===== config.mk =====
export PLATFORM = sky130hd
export DESIGN_NAME = contador_modelo
export DESIGN_NICKNAME = d
export VERILOG_FILES = /design/src/rtl/contador_pkg.sv /design/src/rtl/contador_modelo.sv
export SDC_FILE = /design/constraint.sdc
export NUM_CORES = 1
export LEC_CHECK = 0
export CAP_MARGIN = 15
export CORE_AREA = 2 2 39 41
export DETAILED_ROUTE_END_ITERATION = 8
export DIE_AREA = 0 0 41 43
export DONT_BUFFER_PORTS = 1
export PLACE_DENSITY = 0.38
export SLEW_MARGIN = 20
export SYNTH_ARGS = -nofsm -noshare
export SYNTH_HDL_FRONTEND = slang
export SYNTH_SLANG_ARGS = --single-unit

===== constraint.sdc =====
create_clock -name vclk -period 2.5
set_input_delay 0.625 -clock vclk [all_inputs]
set_output_delay 0.625 -clock vclk [all_outputs]
set_load 0.05 [all_outputs]

===== src/rtl/contador_pkg.sv =====
// Shared encodings for the 4-mode counter and its checker.
package contador_pkg;

    typedef enum logic [1:0] {
        MODO_ARRIBA = 2'b00,
        MODO_ABAJO  = 2'b01,
        MODO_ABAJO3 = 2'b10,
        MODO_CARGA  = 2'b11
    } modo_e;

    typedef enum logic {
        UNSYNC = 1'b0,
        CHECK  = 1'b1
    } estado_e;

endpackage


===== src/rtl/contador_modelo.sv =====
// Combinational next-value/carry function of the 4-mode counter.
module contador_modelo
    import contador_pkg::*;
#(
    parameter int W = 4
) (
    input  logic [W-1:0] q,
    input  logic         enb,
    input  logic [1:0]   modo,
    input  logic [W-1:0] d,
    output logic [W-1:0] q_next,
    output logic         rco_next
);

    logic [W:0] suma;

    // Arithmetic in W+1 bits: bit W is the carry or borrow out of the stage.
    always_comb begin
        suma     = {1'b0, q};
        q_next   = q;
        rco_next = 1'b0;
        if (enb) begin
            case (modo_e'(modo))
                MODO_ARRIBA: begin
                    suma     = {1'b0, q} + (W+1)'(1);
                    q_next   = suma[W-1:0];
                    rco_next = suma[W];
                end
                MODO_ABAJO: begin
                    suma     = {1'b0, q} - (W+1)'(1);
                    q_next   = suma[W-1:0];
                    rco_next = suma[W];
                end
                MODO_ABAJO3: begin
                    suma     = {1'b0, q} - (W+1)'(3);
                    q_next   = suma[W-1:0];
                    rco_next = suma[W];
                end
                default: begin
                    q_next   = d;
                    rco_next = 1'b0;
                end
            endcase
        end
    end

endmodule


==> Word level (Yosys, flattened, before mapping) <==
Cells that the tools add are included.
{ "word_totals": {"ff_bits": 0, "input_bits": 11, "output_inout_bits": 5, "word_cells": 10} }
{ "classes": {"n_addsub": 3, "eq_ne": 2, "muxes": 4, "reduce_logical": 1} }
{ "op_table": {"columns": ["op", "count"], "rows": [
  ["4-bit case mux with 3 select lines", 1],
  ["4-bit by 1-bit adder with 5-bit output, second input constant", 1],
  ["4-bit by 1-bit subtractor with 5-bit output, second input constant", 1],
  ["4-bit by 2-bit subtractor with 5-bit output, second input constant", 1],
  ["4-bit two-way mux", 1],
  ["1-bit case mux with 3 select lines", 1],
  ["2-bit by 1-bit == test with 1-bit output, second input constant", 1],
  ["2-bit == test, second input constant", 1],
  ["2-bit logical NOT", 1],
  ["1-bit two-way mux", 1]
]} }

==> Longest topological paths before layout <==
{ "logic_depth": {"ltp_word": 3, "mapped_depth": 6, "depth_no_buf": 6} }

==> Worst setup path before layout <==
Ideal clock, no wire load.
{ "synth_timing": {"path_kind": "input to output", "from": "input port enb", "to": "output port q_next[1]", "arrival_ns": 1.886, "required_time_ns": 1.875, "setup_slack_ns": -0.011, "cell_stages": 2, "path_buffers": 1, "path_cell_list": "buf_2 o21ai_0"} }
{ "synth_via": {"elab_chain_len": 1} }
{ "synth_lines": {"columns": ["item", "line_no", "rtl"], "rows": [
  ["start: declaration", "contador_modelo.sv:8", "input logic enb,"],
  ["4-bit two-way mux", "contador_modelo.sv:22", "if (enb) begin"],
  ["end: declaration", "contador_modelo.sv:11", "output logic [W-1:0] q_next,"]
]} }
No other way between the ends.

==> Final worst setup path <==
{ "layout_timing": {"from": "input port q[0]", "to": "output port q_next[2]"} }
{ "layout_via": {"elab_chain_len": 3, "elab_cells_between_ends": 5} }
{ "layout_lines": {"columns": ["item", "line_no", "rtl"], "rows": [
  ["start: declaration", "contador_modelo.sv:7", "input logic [W-1:0] q,"],
  ["4-bit by 2-bit subtractor with 5-bit output, or another cell as far along", "contador_modelo.sv:35", "suma = {1'b0, q} - (W+1)'(3);"],
  ["4-bit case mux with 3 select lines *", "contador_modelo.sv:23", "case (modo_e'(modo))"],
  ["4-bit two-way mux *", "contador_modelo.sv:22", null]
]} }
Mark *: on every way between the ends. The rest lies on a longest branch, timed or not.

==> run metrics <==
status finished clean; Synth-to-Final Area Change 9.46%; hold_sp enb; Worst Path Arrival around 1.6 ns; total wire length ~760 um; top area cells in the synthesized netlist ha_1 (8.2%), nor4b_4 (7.8%), a21oi_1 (4.9%); die width 41 um; number of diodes 0; start point of the critical path q[0]; fmax ~440 MHz; final core occ 24.1%; post-synth top area cell ha_1; Hold WS 1.48 ns; register area 0 sq um; maximum vdd drop 0.0529 mV; Switch Pwr just over 40 uW; Die Span Y 43 um; area of the multi-input gates roughly 260 sq um; fin cells 58; number of cells after detailed placement 58; synthesized area per cell 7.42 sq um; synth warn 0; DR vias 308; Req. time, crit path 1.88 ns; first-pass GRT wire length 1100 um; metal3 WL 66 um; HP Class input pin to output port; dpl hpwl between 500 and 600 um; Seq Cell Count 0; mapped cell area slightly above 300 sq um; Final ANT Viol Nets 0; top cell type's share of synthesized area under 10%; setup_tns 0 ns; relative slew slack 80.7%; Final min period 2.25 ns; met1 WL 348 um; cts repair resizes 0; WL/cell about 13 um; IO buf count 0; violation count after the first detailed-route iteration 1; CP Launch Type input pin; Mapped Cells 41; synthesized net count 54; Final Hold Fails 0; number of max-cap violations 0; Top Layer Used met3; global route overflow 0; share of layout cells above drive strength 1 16.7%; Distinct cells, synth 28; Met2 Wirelength 341 um; Seq/Total Area, Yosys 0%; Seq pwr share 0%; GPL Wtd Cong 0.730; post-cts hold buffer count 0; # clk buffers 0; period utilization 89.9%; initial antenna violation count 0; Int Power 27.1 uW; critical path endpoint category output port; num rows 14; worst slew pin tran between 0.2 and 0.3 ns; clock power share 0%; PD cells 203 nW/um^2; post-CTS setup buffers 0; Final Max Tran Viols 0; Via density ~5.3; LEAKAGE 0.000119 uW; # setup viols final 0; Die ar. ~1800 sq um; Net Sw Frac 59.9%; Initial Util 22.0%; WS Path Type input pin to output port; logic gate share of total power 100.0%; largest net degree at the start of global routing 15; drt first pass iters 2; DRC 0; nets 57; RSZ-0062 raised after global routing no; vias in the first global route 254; GRT Util Overall 8.19%; core box area 1380 sq um; I/O Pins 16; maximum net fanout on the critical path 6; Fill cells around 160
[final timing paths]
kind,endpoint,cells after the start
setup / recovery,q_next[2],6
hold / removal,q_next[0],2
[critical path, cell delays in order]
cell and delay (ns):
ha_1 0.21, xor2_1 0.18, nand3_1 0.10, o21a_1 0.10, o221a_1 0.22, buf_4 0.19
[cell type report]
class                      instances  share of cell area [%]
timing repair buffer               5                    11.3
inverter                           4                    4.51
tap                               16                    6.02
multi-input combinational         33                    78.2
[cell usage after synthesis]
library cell,n
a211oi_1,1
a21oi_1,3
a221o_1,1
a41oi_1,1
and4b_4,1
buf_2,2
buf_4,1
buf_6,1
ha_1,2
inv_1,4
nand2_1,2
nand3_1,3
nand4b_1,1
nand4bb_1,1
nor2_1,2
nor3b_1,1
nor4_1,1
nor4b_4,1
o2111ai_1,1
o211ai_1,2
o21a_1,1
o21ai_0,2
o21ai_1,1
o221a_1,1
o311ai_1,1
o41ai_1,1
xnor2_1,1
xor2_1,1
[placed cells by master, fill, tap and decap left out, drive strengths merged]
master	n
o311ai	1
a41oi	1
xnor2	1
nand4bb	1
o21ai	3
ha	2
nor4b	1
a221o	1
buf	5
inv	4
o211ai	2
nand4b	1
nor3b	1
xor2	1
a211oi	1
o2111ai	1
nand2	2
nor4	1
nand3	3
o221a	1
o21a	1
nor2	2
and4b	1
a21oi	3
o41ai	1
[through the flow]
stage / instance area (sq um) / total power (uW) / worst slack [ns]
2_1_floorplan: 304 / 63.9 / 0.000372
3_3_place_gp: 333 / 67.1 / 0.270
3_5_place_dp: 333 / 68.0 / 0.246
4_1_cts: 333 / 68.0 / 0.247
5_1_grt: 333 / 72.0 / 0.208
6_report: 333 / 67.5 / 0.252
[kinds of logic after synthesis]
logic type      after synthesis  synth area share (%)
xor+xnor                      2                  5.76
fa+ha+maj                     2                  8.23
buf+inv                       8                  14.4
compound gates               16                  38.3
simple gates                 13                  33.3
[power by group through the flow]
| stage | Combinational (uW) | Sequential, uW | Clock (uW) |
|---|---|---|---|
| 6_report | 67.5 | 0 | 0 |
| 5_1_grt | 72.0 | 0 | 0 |
| 4_1_cts | 68.0 | 0 | 0 |
| 3_5_place_dp | 68.0 | 0 | 0 |
| 3_3_place_gp | 67.1 | 0 | 0 |
| 2_1_floorplan | 63.9 | 0 | 0 |
[layer usage]
| layer | vias up | global-route usage (%) |
|---|---|---|
| li1 | 164 | - |
| met1 | 135 | 12.0 |
| met2 | 9 | 12.5 |
| met3 | 0 | 2.09 |
| met4 | 0 | 0 |
| met5 | - | 0 |
Power figures use the tool's default switching activity.
